### config.mk
export PLATFORM = sky130hd
export DESIGN_NAME = if_id_skid
export DESIGN_NICKNAME = d
export VERILOG_FILES = /design/src/rtl/if_id_skid.sv
export SDC_FILE = /design/constraint.sdc
export NUM_CORES = 1
export LEC_CHECK = 0
export BUFFER_PORTS_ARGS = -buffer_cell sky130_fd_sc_hd__buf_4
export CAP_MARGIN = 20
export CORE_MARGIN = 2
export CORE_UTILIZATION = 57
export CTS_BUF_LIST = sky130_fd_sc_hd__clkbuf_8
export CTS_CLUSTER_SIZE = 40
export DETAILED_ROUTE_END_ITERATION = 12
export PLACE_DENSITY = 0.85
export SLEW_MARGIN = 15
export SYNTH_ARGS = -nofsm -noshare
export SYNTH_HDL_FRONTEND = slang
export SYNTH_SLANG_ARGS = --single-unit
### constraint.sdc
create_clock -name clk -period 3.35 [get_ports clk]
set_input_delay 1.005 -clock clk [delete_from_list [all_inputs] [get_ports clk]]
set_output_delay 1.005 -clock clk [all_outputs]
set_load 0.01 [all_outputs]
### src/rtl/if_id_skid.sv
`default_nettype none
// ============================================================================
// if_id_skid : IF/ID boundary with 2-entry skid buffer, flush and stall counter
// Rev 1.0
// ============================================================================
module if_id_skid #(
    parameter int                DATA_W    = 32,
    parameter logic [DATA_W-1:0] NOP_INSTR = 32'h00000000,
    parameter int                CNT_W     = 16
) (
    input  logic              clk,
    input  logic              reset_n,
    input  logic              if_valid,
    output logic              if_ready,
    input  logic [DATA_W-1:0] if_pc4,
    input  logic [DATA_W-1:0] if_instr,
    input  logic              flush,
    output logic              id_valid,
    input  logic              id_ready,
    output logic [DATA_W-1:0] id_pc4,
    output logic [DATA_W-1:0] id_instr,
    output logic [1:0]        occupancy,
    output logic [CNT_W-1:0]  stall_cnt
);

    typedef enum logic [1:0] {
        EMPTY = 2'd0,
        ONE   = 2'd1,
        TWO   = 2'd2
    } state_t;

    state_t            state;
    state_t            state_nxt;
    logic [DATA_W-1:0] main_pc4;
    logic [DATA_W-1:0] main_instr;
    logic [DATA_W-1:0] skid_pc4;
    logic [DATA_W-1:0] skid_instr;
    logic              fire_in;
    logic              fire_out;
    logic              load_main_in;
    logic              load_main_skid;
    logic              load_skid;

    // Ready depends only on registered state, so no id_ready -> if_ready path.
    assign if_ready  = (state != TWO) && reset_n;
    assign id_valid  = (state != EMPTY);
    assign id_pc4    = main_pc4;
    assign id_instr  = id_valid ? main_instr : NOP_INSTR;
    assign occupancy = state;
    assign fire_in   = if_valid && if_ready;
    assign fire_out  = id_valid && id_ready;

    always_comb begin
        state_nxt      = state;
        load_main_in   = 1'b0;
        load_main_skid = 1'b0;
        load_skid      = 1'b0;
        case (state)
            EMPTY: begin
                if (fire_in) begin
                    load_main_in = 1'b1;
                    state_nxt    = ONE;
                end
            end
            ONE: begin
                if (fire_in && fire_out) begin
                    load_main_in = 1'b1;
                end else if (fire_in) begin
                    load_skid = 1'b1;
                    state_nxt = TWO;
                end else if (fire_out) begin
                    state_nxt = EMPTY;
                end
            end
            TWO: begin
                if (fire_out) begin
                    load_main_skid = 1'b1;
                    state_nxt      = ONE;
                end
            end
            default: state_nxt = EMPTY;
        endcase
        // Flush drops every held and incoming word; data registers keep their values.
        if (flush) begin
            state_nxt      = EMPTY;
            load_main_in   = 1'b0;
            load_main_skid = 1'b0;
            load_skid      = 1'b0;
        end
    end

    always_ff @(posedge clk) begin
        if (!reset_n) begin
            state      <= EMPTY;
            main_pc4   <= '0;
            main_instr <= NOP_INSTR;
            skid_pc4   <= '0;
            skid_instr <= NOP_INSTR;
        end else begin
            state <= state_nxt;
            if (load_main_in) begin
                main_pc4   <= if_pc4;
                main_instr <= if_instr;
            end else if (load_main_skid) begin
                main_pc4   <= skid_pc4;
                main_instr <= skid_instr;
            end
            if (load_skid) begin
                skid_pc4   <= if_pc4;
                skid_instr <= if_instr;
            end
        end
    end

    always_ff @(posedge clk) begin
        if (!reset_n) begin
            stall_cnt <= '0;
        end else if (if_valid && (state == TWO) && (stall_cnt != '1)) begin
            stall_cnt <= stall_cnt + CNT_W'(1);
        end
    end

endmodule
`default_nettype wire

## Word-level counts from Yosys, hierarchy flattened

Index checks and enable logic that the tools add are counted.

- Register bits after elaboration: 146
- Logic and storage cells: 48

- Equal/unequal tests: 8
- Bitwise operators: 1
- Multiplexer cells: 21
- Add/sub/neg operators: 1
- Reductions and logical operators: 11

Operators with widths:

| kind | count |
|---|---|
| $mux W32 | 5 |
| $add A16 B1 Y16 const B | 1 |
| $ne A16 B16 Y1 const B | 1 |
| $mux W2 | 5 |
| $mux W1 | 9 |
| $ne A2 B2 Y1 const B | 4 |
| $logic_and A1 B1 Y1 | 6 |
| $pmux W2 S3 | 1 |
| $reduce_and A4 Y1 | 1 |
| $reduce_bool A2 Y1 | 2 |
| $ne A3 B3 Y1 const B | 1 |
| $eq A2 B1 Y1 const B | 1 |
| $eq A2 B2 Y1 const B | 1 |
| $logic_not A2 Y1 | 1 |
| $pmux W1 S2 | 1 |
| $reduce_or A2 Y1 | 1 |
| $not A1 Y1 | 1 |

## Depth between registers and ports, before layout

- Word-level depth: 8
- Gate-level depth with buffers: 7
- Depth with buffers taken out: 5

## Worst setup path before layout

Ideal clock, no wire load.

- Path kind: input port to output port
- Start point: input port reset_n
- End point: output port if_ready
- Data required time: 2.345 ns
- Stages on the path: 4
- Path buffers: 2
- Slack: 0.609 ns
- Arrival time: 1.736 ns
- Cells stage by stage: inv_2 > clkbuf_1 > clkbuf_1 > a21oi_1

- Longest elaborated chain between the ends: 1

RTL lines:

| what | line | source |
|---|---|---|
| start: declaration | 12 | `input logic reset_n,` |
| $logic_and A1 B1 Y1 | 45 | `assign if_ready = (state != TWO) && reset_n;` |
| end: declaration | 14 | `output logic if_ready,` |

Every way passes these cells.

## Worst setup path in the final report

- Start point: register state[1], in the netlist occupancy[1]
- End point: output port id_instr[21]

- Longest elaborated chain between the ends: 2

RTL lines:

| what | line | source |
|---|---|---|
| start: declaration | 32 | `state_t state;` |
| start signal: assignment | 100 | `state <= state_nxt;` |
| $reduce_bool A2 Y1 | 46 | `assign id_valid = (state != EMPTY);` |
| $mux W32 | 48 | `assign id_instr = id_valid ? main_instr : NOP_INSTR;` |
| end: declaration | 21 | `output logic [DATA_W-1:0] id_instr,` |

Every way passes these cells.

==> reports/metrics.cfg <==
[timing]
layout_min_cycle_time_ns=2.86
worstMarginPinSlew_ns=0.791
setup_total_negative_slack_ns=0
timing.slew.headroom_pct=47.3
timing.final.hold_violations=0
report.final.slew_viol_count=0
final_min_period_over_clock_period_pct=85.4
rsz_0062_raised_after_global_routing=no
max_freq_mhz=349
timing.final.setup_violations=0
skew_ns=0.00894

[cells_and_area]
n_fill_cell=808
sequential_area_um2=2920
post_route_design_area_um2=7850
fraction_of_layout_instances_using_a_drive_strength_above_1_pct=24.0
areaGrowthSynthToFinish_pct=27.0
multiInputGateArea_um2=3000
final_net_count=910
final_common_cell=buf_4
antenna_cells_inserted=0
mostFrequentLayoutCells=buf_4, dfxtp_1, nand2_1

[worst_setup_path]
class_of_the_most_critical_setup_path=reg -> out
worstPathMaxFanout=24
crit_required_ns=2.34
crit_path_start_kind=flip-flop
cp.arrival_ns=1.86
cp-end-kind=primary output

[logic_synthesis]
post_synth_fa_ha_maj_area_fraction_pct=0.202
synth-compound-area-share_pct=15.9
number_of_nets_produced_by_synthesis=787
synth_mux_area_share_pct=11.0
ys_types=42
syn-instance-count=717
synth_top_family_by_area=simple AND/OR/NAND/NOR gates
yosys.area_share.xor_xnor_pct=0
yosys.area_share.simple_pct=20.7
postSynthRegisterBits=146
syn_area_per_cell_um2=8.62
synth-seq-area-share_pct=47.3
synthesis.area_um2=6180
synth_warnings=0

[global_routing]
grt_pass1_vias=5316
maximum_number_of_pins_on_one_net_before_global_route_repair=91
grt_first_pass_wirelength_um=24700
globalRouteTotalUtil_pct=26.3
initial_antenna_violation_count=0
grt_overflow=0

[power_and_ir_drop]
power.ir.vdd_worst_mv=0.339
p_int_mw=2.82
comb_power_share_pct=7.8
design_power_total_mw=3.66
switching_share_pct=22.9
power_leakage_nw=2.86
share_clk_of_total_power_pct=42.9
power_density_nw_per_um2=466
netSwitchingPower_uw=840
p_seq_share_pct=49.3

[clocking]
number_of_cts_inserted_buffers=17
cts.repair.resized=0
tritoncts=yes
cts_post_setup_buffers_inserted=0
worst_setup_hold_path_clk_slew_ns=0.08
clkSinkCount=146
cts_hold_repair.buffers=0
cts.root.buffer_cell=clkbuf_8
h-tree-depth=4
clkLatencyLatePin_ns=0.44
clockBufferDepth=2

[flow_run]
cap_viol_max_count=0

[drt]
detailedRoute.firstIterationViolations=381
drt-wirelength-per-cell_um=15.6
wl_um=15500
via_per_inst=5.64
vias=5599
post-route-drc-count=0
detail_route.first_pass.iterations=5
final_antenna_net_count=0

[floorplan]
pin_count=153
die-width_um=108
core.rowCount=38
core_area_um2=10700
fp.dieArea_um2=11700
floorplan.die.height_um=108
initial_utilization_pct=57.8

[hold_path]
hold_path.class=reg -> reg

[placed_design]
port_buffers=152
place.gp.congestion=0.768
place_area_um2=7390
detailed_place_hpwl_um=9890

[run_status]
status=finished clean

[worst max-delay path, stage by stage, from the launching register on]
cell and delay [ns]:
dfxtp_1 0.42, nor2_2 0.39, buf_4 0.36, nor2b_1 0.10
buf_4 0.15
[path summary, 6_finish.rpt]
kind / startpoint / endpoint / slack [ns] / cells after the start
max: occupancy[1] / id_instr[21] / 0.49 / 4
min reg2reg: skid_instr[25] / skid_instr[25] / 0.45 / 2
max reg2reg: stall_cnt[0] / stall_cnt[3] / 1.31 / 6
min: skid_instr[25] / skid_instr[25] / 0.45 / 2
[synthesized netlist by cell type (all sizes together)]
cell type / n / area share, %
dfxtp: 146 / 47
nand2: 136 / 8.3
a21oi: 76 / 6.2
mux2i: 68 / 11
nor2: 66 / 4.0
a211oi: 64 / 7.8
nor2b: 33 / 3.3
buf: 30 / 2.7
clkbuf: 30 / 1.8
inv: 6 / 0.36
o31ai: 6 / 0.73
or4: 6 / 0.73
nand3: 5 / 0.40
nand4: 5 / 0.51
nand2b: 4 / 0.40
nor3: 4 / 0.32
nor3b: 4 / 0.49
o21ai: 4 / 0.32
or3: 3 / 0.30
nand3b: 2 / 0.45
nor4: 2 / 0.20
o21a: 2 / 0.24
o41ai: 2 / 0.28
a41oi: 1 / 0.14
and3: 1 / 0.10
and4: 1 / 0.14
and4b: 1 / 0.16
and4bb: 1 / 0.20
ha: 1 / 0.20
nand4b: 1 / 0.14
nor4b: 1 / 0.14
nor4bb: 1 / 0.16
o22a: 1 / 0.14
o311ai: 1 / 0.14
or2: 1 / 0.10
or3b: 1 / 0.14
[power groups by stage]
stage	logic [mW]	clock network (mW)	registers, mW
2_1_floorplan	0.127	0	1.85
3_3_place_gp	0.270	0	1.84
3_5_place_dp	0.280	0	1.84
4_1_cts	0.283	1.58	1.80
5_1_grt	0.310	1.65	1.81
6_report	0.284	1.57	1.80
[layer usage]
layer	GRT usage (%)	part of all wire, %	routed length, um
met2	45.6	50	7760
met4	8.42	1.8	278
met1	31.9	42	6560
met5	0	0	0
met3	6.81	5.8	891
[registers in the layout, summed over array words and instances (netlist names)]
register	flops
main_instr	32
stall_cnt	16
skid_instr	32
skid_pc4	32
occupancy	2
id_pc4	32
[stage by stage]
step	utilization [%]	setup slack [ns]	hold WS (ns)	instances
finish	73.4	0.489	0.454	993
global route	73.4	0.335	0.476	993
CTS	73.4	0.468	0.458	993
detailed placement	69.1	0.781	0.447	961
global placement	69.1	0.786	0.441	961
floorplan	-	0.609	0.436	717
[logic make-up after synthesis]
logic type	Yosys count
buffers and inverters	66
AOI/OAI and AO/OA	157
DFF	146
muxes	68
and+or+nand+nor	279
adders and majority gates	1
[cell type report]
type	count	share of cell area (%)
sequential	146	37.2
clock inverter	14	2.69
timing repair buffer	164	16.2
multi-input combinational	505	38.2
inverter	6	0.319
tap	140	2.23
clock buffer	18	3.16
No activity file was read; power rests on OpenSTA's default activity.
